--- config.mk ---
export PLATFORM = sky130hd
export DESIGN_NAME = if_fetch_unit
export DESIGN_NICKNAME = d
export VERILOG_FILES = /design/src/rtl/cpu_defs.sv /design/src/rtl/fetch_redirect_mux.sv /design/src/rtl/if_fetch_unit.sv
export SDC_FILE = /design/constraint.sdc
export NUM_CORES = 1
export LEC_CHECK = 0
export CORE_ASPECT_RATIO = 0.5
export CORE_MARGIN = 2
export CORE_UTILIZATION = 55
export CTS_BUF_LIST = sky130_fd_sc_hd__clkbuf_16
export DETAILED_ROUTE_END_ITERATION = 12
export HOLD_SLACK_MARGIN = 0.02
export PLACE_DENSITY_LB_ADDON = 0.1
export SYNTH_ARGS = -nofsm -noshare
export SYNTH_HDL_FRONTEND = slang
export SYNTH_SLANG_ARGS = --single-unit
--- constraint.sdc ---
create_clock -name clk -period 13 [get_ports clk]
set_input_delay 2.6 -clock clk [delete_from_list [all_inputs] [get_ports clk]]
set_output_delay 2.6 -clock clk [all_outputs]
set_load 0.02 [all_outputs]
--- src/rtl/cpu_defs.sv ---
// Shared fetch-stage definitions: datapath width, ID flush codes, fetch FSM encoding.
package cpu_defs;
    localparam int WORD_SIZE       = 16;
    localparam int FLUSH_CODE_SIZE = 3;

    localparam logic [FLUSH_CODE_SIZE-1:0] NICE_PRED = 3'd0;
    localparam logic [FLUSH_CODE_SIZE-1:0] JMP_FLUSH = 3'd1;
    localparam logic [FLUSH_CODE_SIZE-1:0] BR_FLUSH  = 3'd2;
    localparam logic [FLUSH_CODE_SIZE-1:0] NBR_FLUSH = 3'd3;
    localparam logic [FLUSH_CODE_SIZE-1:0] JR_FLUSH  = 3'd4;

    typedef enum logic [1:0] {
        ST_FETCH = 2'd0,
        ST_HOLD  = 2'd1,
        ST_DROP  = 2'd2
    } fetch_state_t;
endpackage

--- src/rtl/fetch_redirect_mux.sv ---
// Decodes the ID flush code into a redirect strobe and target PC; purely combinational.
// Zero latency, no backpressure; unused codes read as a correct prediction.
module fetch_redirect_mux
    import cpu_defs::*;
#(
    parameter int W = WORD_SIZE
) (
    input  logic [FLUSH_CODE_SIZE-1:0] flush_code_i,
    input  logic [W-1:0]               jmp_target_i,
    input  logic [W-1:0]               br_target_i,
    input  logic [W-1:0]               nbr_target_i,
    input  logic [W-1:0]               jr_target_i,
    output logic                       redirect_vld_o,
    output logic [W-1:0]               target_o
);
    always_comb begin
        redirect_vld_o = 1'b1;
        target_o       = '0;
        case (flush_code_i)
            JMP_FLUSH: target_o = jmp_target_i;
            BR_FLUSH:  target_o = br_target_i;
            NBR_FLUSH: target_o = nbr_target_i;
            JR_FLUSH:  target_o = jr_target_i;
            default:   redirect_vld_o = 1'b0;
        endcase
    end
endmodule

--- src/rtl/if_fetch_unit.sv ---
// Instruction fetch: drives PC to BTB/I-cache, fills IF/ID; same-cycle hit gives 1 instr/cycle.
// ID stall parks one returned word in a skid (i_req drops); a flush during a miss drains the stale word.
module if_fetch_unit #(
    parameter int                   WORD_SIZE = cpu_defs::WORD_SIZE,
    parameter logic [WORD_SIZE-1:0] RESET_PC  = '0
) (
    input  logic                                 clk,
    input  logic                                 reset,
    input  logic                                 stall,
    input  logic [cpu_defs::FLUSH_CODE_SIZE-1:0] flush_code,
    input  logic [WORD_SIZE-1:0]                 jmp_target,
    input  logic [WORD_SIZE-1:0]                 br_target,
    input  logic [WORD_SIZE-1:0]                 fw_rf_read_data1,
    input  logic [WORD_SIZE-1:0]                 btb_pred,
    output logic [WORD_SIZE-1:0]                 pc,
    output logic                                 i_req,
    output logic [WORD_SIZE-1:0]                 i_addr,
    input  logic                                 i_ready,
    input  logic [WORD_SIZE-1:0]                 i_data,
    output logic [WORD_SIZE-1:0]                 instr_ID,
    output logic [WORD_SIZE-1:0]                 pc_1_ID,
    output logic [WORD_SIZE-1:0]                 pred_ID,
    output logic                                 valid_ID
);
    import cpu_defs::*;

    fetch_state_t         state_q;
    logic [WORD_SIZE-1:0] pc_q;
    logic [WORD_SIZE-1:0] instr_q;
    logic [WORD_SIZE-1:0] pc1_q;
    logic [WORD_SIZE-1:0] pred_q;
    logic                 valid_q;
    logic [WORD_SIZE-1:0] skid_instr_q;
    logic [WORD_SIZE-1:0] skid_pc1_q;
    logic [WORD_SIZE-1:0] skid_pred_q;
    logic [WORD_SIZE-1:0] redir_q;
    logic [WORD_SIZE-1:0] redir_d;
    logic [WORD_SIZE-1:0] pc_plus1;
    logic                 redirect_vld;
    logic [WORD_SIZE-1:0] redirect_tgt;

    fetch_redirect_mux #(.W(WORD_SIZE)) u_redirect_mux (
        .flush_code_i   (flush_code),
        .jmp_target_i   (jmp_target),
        .br_target_i    (br_target),
        .nbr_target_i   (pc1_q),
        .jr_target_i    (fw_rf_read_data1),
        .redirect_vld_o (redirect_vld),
        .target_o       (redirect_tgt)
    );

    assign pc_plus1 = pc_q + WORD_SIZE'(1);
    // Newest flush wins while draining a stale fetch.
    assign redir_d  = redirect_vld ? redirect_tgt : redir_q;

    assign pc       = pc_q;
    assign i_addr   = pc_q;
    assign i_req    = ~reset & (state_q != ST_HOLD);
    assign instr_ID = instr_q;
    assign pc_1_ID  = pc1_q;
    assign pred_ID  = pred_q;
    assign valid_ID = valid_q;

    always_ff @(posedge clk or posedge reset) begin
        if (reset) begin
            state_q      <= ST_FETCH;
            pc_q         <= RESET_PC;
            instr_q      <= '0;
            pc1_q        <= '0;
            pred_q       <= '0;
            valid_q      <= 1'b0;
            skid_instr_q <= '0;
            skid_pc1_q   <= '0;
            skid_pred_q  <= '0;
            redir_q      <= '0;
        end else begin
            case (state_q)
                ST_FETCH: begin
                    if (redirect_vld) begin
                        valid_q <= 1'b0;
                        if (i_ready) begin
                            pc_q <= redirect_tgt;
                        end else begin
                            // Keep i_addr stable until the outstanding miss returns.
                            redir_q <= redirect_tgt;
                            state_q <= ST_DROP;
                        end
                    end else if (i_ready) begin
                        if (!stall) begin
                            instr_q <= i_data;
                            pc1_q   <= pc_plus1;
                            pred_q  <= btb_pred;
                            valid_q <= 1'b1;
                            pc_q    <= btb_pred;
                        end else begin
                            skid_instr_q <= i_data;
                            skid_pc1_q   <= pc_plus1;
                            skid_pred_q  <= btb_pred;
                            state_q      <= ST_HOLD;
                        end
                    end else if (!stall) begin
                        valid_q <= 1'b0;
                    end
                end
                ST_HOLD: begin
                    if (redirect_vld) begin
                        pc_q    <= redirect_tgt;
                        valid_q <= 1'b0;
                        state_q <= ST_FETCH;
                    end else if (!stall) begin
                        instr_q <= skid_instr_q;
                        pc1_q   <= skid_pc1_q;
                        pred_q  <= skid_pred_q;
                        valid_q <= 1'b1;
                        pc_q    <= skid_pred_q;
                        state_q <= ST_FETCH;
                    end
                end
                ST_DROP: begin
                    redir_q <= redir_d;
                    if (i_ready) begin
                        pc_q    <= redir_d;
                        state_q <= ST_FETCH;
                    end
                end
                default: state_q <= ST_FETCH;
            endcase
        end
    end
endmodule
==> impl_metrics.yaml <==
sta:
  max_freq_ghz: 0.1569
  finClkSkew_ns: 0.008571
  slew_violations: 0
  timing.final.crit_share: 0.4902
  fin_ws_ns: 6.628
  fin_setup_tns_ns: 0
  finalSetupViolCount: 0
  whs_ns: 0.4833
  final-hold-violation-count: 0
  min_period_ns: 6.372
  slew_headroom: 0.3551
  worstMarginPinSlew_ns: 0.9674
  rsz0062_at_grt: "false"
power_and_ir_drop:
  p_clk_frac: 0.225
  pwr-share-comb: 0.442
  seqPwrFrac: 0.333
  p_int_mw: 1.439
  power_density_nw_per_um2: 254.2
  switching_share: 0.3939
  max-vdd-ir-drop_uv: 145.1
  switchingPower_mw: 0.9351
  power_leakage_nw: 3.767
setup_path:
  cp_data_required_time_ns: 10.40
  crit_path_cell_trace: "clkdlybuf4s50_1, nor2_1, clkdlybuf4s50_1"
  cp.arrival_ns: 3.77
  slowest_delay_ns: 0.60
  critPathKind: "input port to primary output"
  crit_family: "buffers and inverters"
  cp_slowest_cell: "clkdlybuf4s50_1"
  cp_common_cell: "clkdlybuf4s50_1"
  crit_path_start_kind: "input port"
  critical_path_buf_inv_count: 2
  end_kind: "primary output"
  r2r_slack_ns: 9.79
  cp_max_fo: 2
grt:
  grt.total_usage: 0.3099
  grt_pass1_wl_um: 33090
  globalRouteOverflowTotal: 0
  antenna_found_initial: 0
  grt_max_degree: 73
  first_global_vias: 6002
logic_synthesis:
  ys_seq_area_frac: 0.4566
  synthFlopType: "dfrtp_1"
  avgSynthCellArea_um2: 10.03
  synthCells: 716
  synthTopCellsByArea: "dfrtp_1 (46%), mux2i_1 (7.1%), mux2_2 (5.5%)"
  synth-edff-count: 0
  netlist_area_um2: 7179
  yosys.area.top_type_share: 0.4566
  synth.distinct_cells: 49
  ys_async_sr_fraction: 1.000
  synth.ff_latch_count: 131
  syn_nets: 807
  synth_top_area_cell: "dfrtp_1"
  yosys_warnings: 0
route:
  dr_total_vias: 6255
  dr.pass1.iters: 5
  drtAntennaViolNets: 0
  drc_errors: 0
  drt-wirelength-per-cell_um: 20.67
  wirelength_um: 21050
  drtIter0Drc: 594
  viasPerCell: 6.144
worst_hold_path:
  min_path_type: "register to register"
finish:
  final_common_cell: "clkdlybuf4s50_1"
  area_growth_pct: 30.08
  fillCellCount: 933
  fin_cells: 1018
  final_cell_mix: "clkdlybuf4s50_1 (168), dfrtp_1 (131), nand2_1 (69), mux2i_1 (51), o21ai_0 (47)"
  diodes: 0
  multi_input_area_um2: 3398
  final-seq-area_um2: 3278
  nets: 926
  drive_gt1_frac: 0.1002
  final_core_util: 0.7354
floorplanning:
  die_w_um: 165.6
  pin_count: 169
  die_y_um: 84.79
  die_area_um2: 14040
  core_area_um2: 12700
  start_util: 0.5653
  placement_rows: 29
placement:
  place_congestion: 0.8826
  placement.io_buffers: 168
  post-place-cells: 986
  dp_hpwl_um: 14310
  pre_cts_ws_ns: 6.631
cts:
  cts_resized: 0
  hold_buffers: 0
  cts_made_buffers: 17
  ctsLongestPathBuffers: 2
  postCtsSetupBuffers: 0
  clk_pin_slew_worst_paths_ns: 0.06
  clock_sinks: 131
  cts_tree: "done"
  htreeDepth: 4
  root_buffer: "clkbuf_16"
  clk_latency_ns: 0.42
flow_run:
  drv_cap: 0
outcome:
  status: "complete, no violations"
final cells by class:
class,instances,area share
inverters,10,0.004287
repair buffers,178,0.1881
well taps,170,0.02278
flip-flops and latches,131,0.3510
multi-input cells,497,0.3639
clock inverters,15,0.02438
clock buffers,17,0.04555
sequential cells by signal, indices dropped and copies added, names as in the netlist:
| signal | flops |
|---|---|
| skid_pred_q | 16 |
| i_addr | 16 |
| instr_ID | 16 |
| redir_q | 16 |
| pred_ID | 16 |
| state_q | 2 |
| skid_pc1_q | 16 |
| valid_ID | 1 |
| skid_instr_q | 16 |
| pc_1_ID | 16 |
Yosys cell counts (all sizes together), types with 13 or more instances:
| cell | instances |
|---|---|
| a21o | 17 |
| a21oi | 38 |
| a221oi | 16 |
| a22o | 16 |
| buf | 53 |
| clkbuf | 25 |
| dfrtp | 131 |
| mux2 | 35 |
| mux2i | 51 |
| nand2 | 69 |
| nand3 | 13 |
| nor2 | 31 |
| nor2b | 13 |
| nor4b | 14 |
| o2111a | 14 |
| o21ai | 88 |
| o31ai | 16 |
per-stage QoR:
step | area (µm²) | total power [mW]
final | 9339 | 2.374
after global routing | 9339 | 2.507
after CTS | 9339 | 2.371
after detailed placement | 8686 | 1.827
after global placement | 8686 | 1.790
after floorplan | 7179 | 1.424
kinds of logic (layout without fill, tap and decap cells):
family | Yosys count | count (layout) | share of synthesized area
AO/OA/AOI/OAI | 229 | 229 | 0.2144
AND/OR/NAND/NOR | 169 | 169 | 0.1145
flip-flops | 131 | 131 | 0.4566
buffers and inverters | 88 | 220 | 0.07058
multiplexers | 86 | 86 | 0.1260
XOR/XNOR | 9 | 9 | 0.01098
adder cells (fa/ha/maj) | 4 | 4 | 0.006971
power by group through the flow:
| stage | clock, mW | combinational [mW] | sequential, mW |
|---|---|---|---|
| floorplan | 0 | 0.584 | 0.841 |
| global placement | 0 | 1.01 | 0.776 |
| detailed placement | 0 | 1.04 | 0.787 |
| CTS | 0.538 | 1.05 | 0.785 |
| global route | 0.558 | 1.14 | 0.813 |
| finish | 0.533 | 1.05 | 0.791 |
path summary, 6_finish.rpt:
kind	startpoint	endpoint	cells past startpoint
worst max register to register	state_q[1]	i_addr[12]	7
worst min register to register	pred_ID[4]	pred_ID[4]	2
min in group asynchronous	reset	pc_1_ID[13]	2
worst min-delay path	pred_ID[4]	pred_ID[4]	2
max in group asynchronous	reset	i_addr[15]	3
worst max-delay path	reset	i_req	3
routing by layer:
layer  vias to the layer above  global-route usage  part of all wire
met5                         -                   0                 0
met4                         0             0.07837             0.016
met3                        38              0.1042              0.11
met2                       329              0.4542              0.44
met1                      3038              0.4442              0.44
li1                       2850                   -                 -
worst register-to-register path, delay by kind of cell, from the launching register on:
kind,cells,cell delay [ns]
AOI/OAI and AO/OA,3,1.01
and+or+nand+nor,1,0.60
buffers and inverters,2,0.81
DFF,1,0.38
adders and majority gates,1,0.25
(Power assumes the default switching activity.)
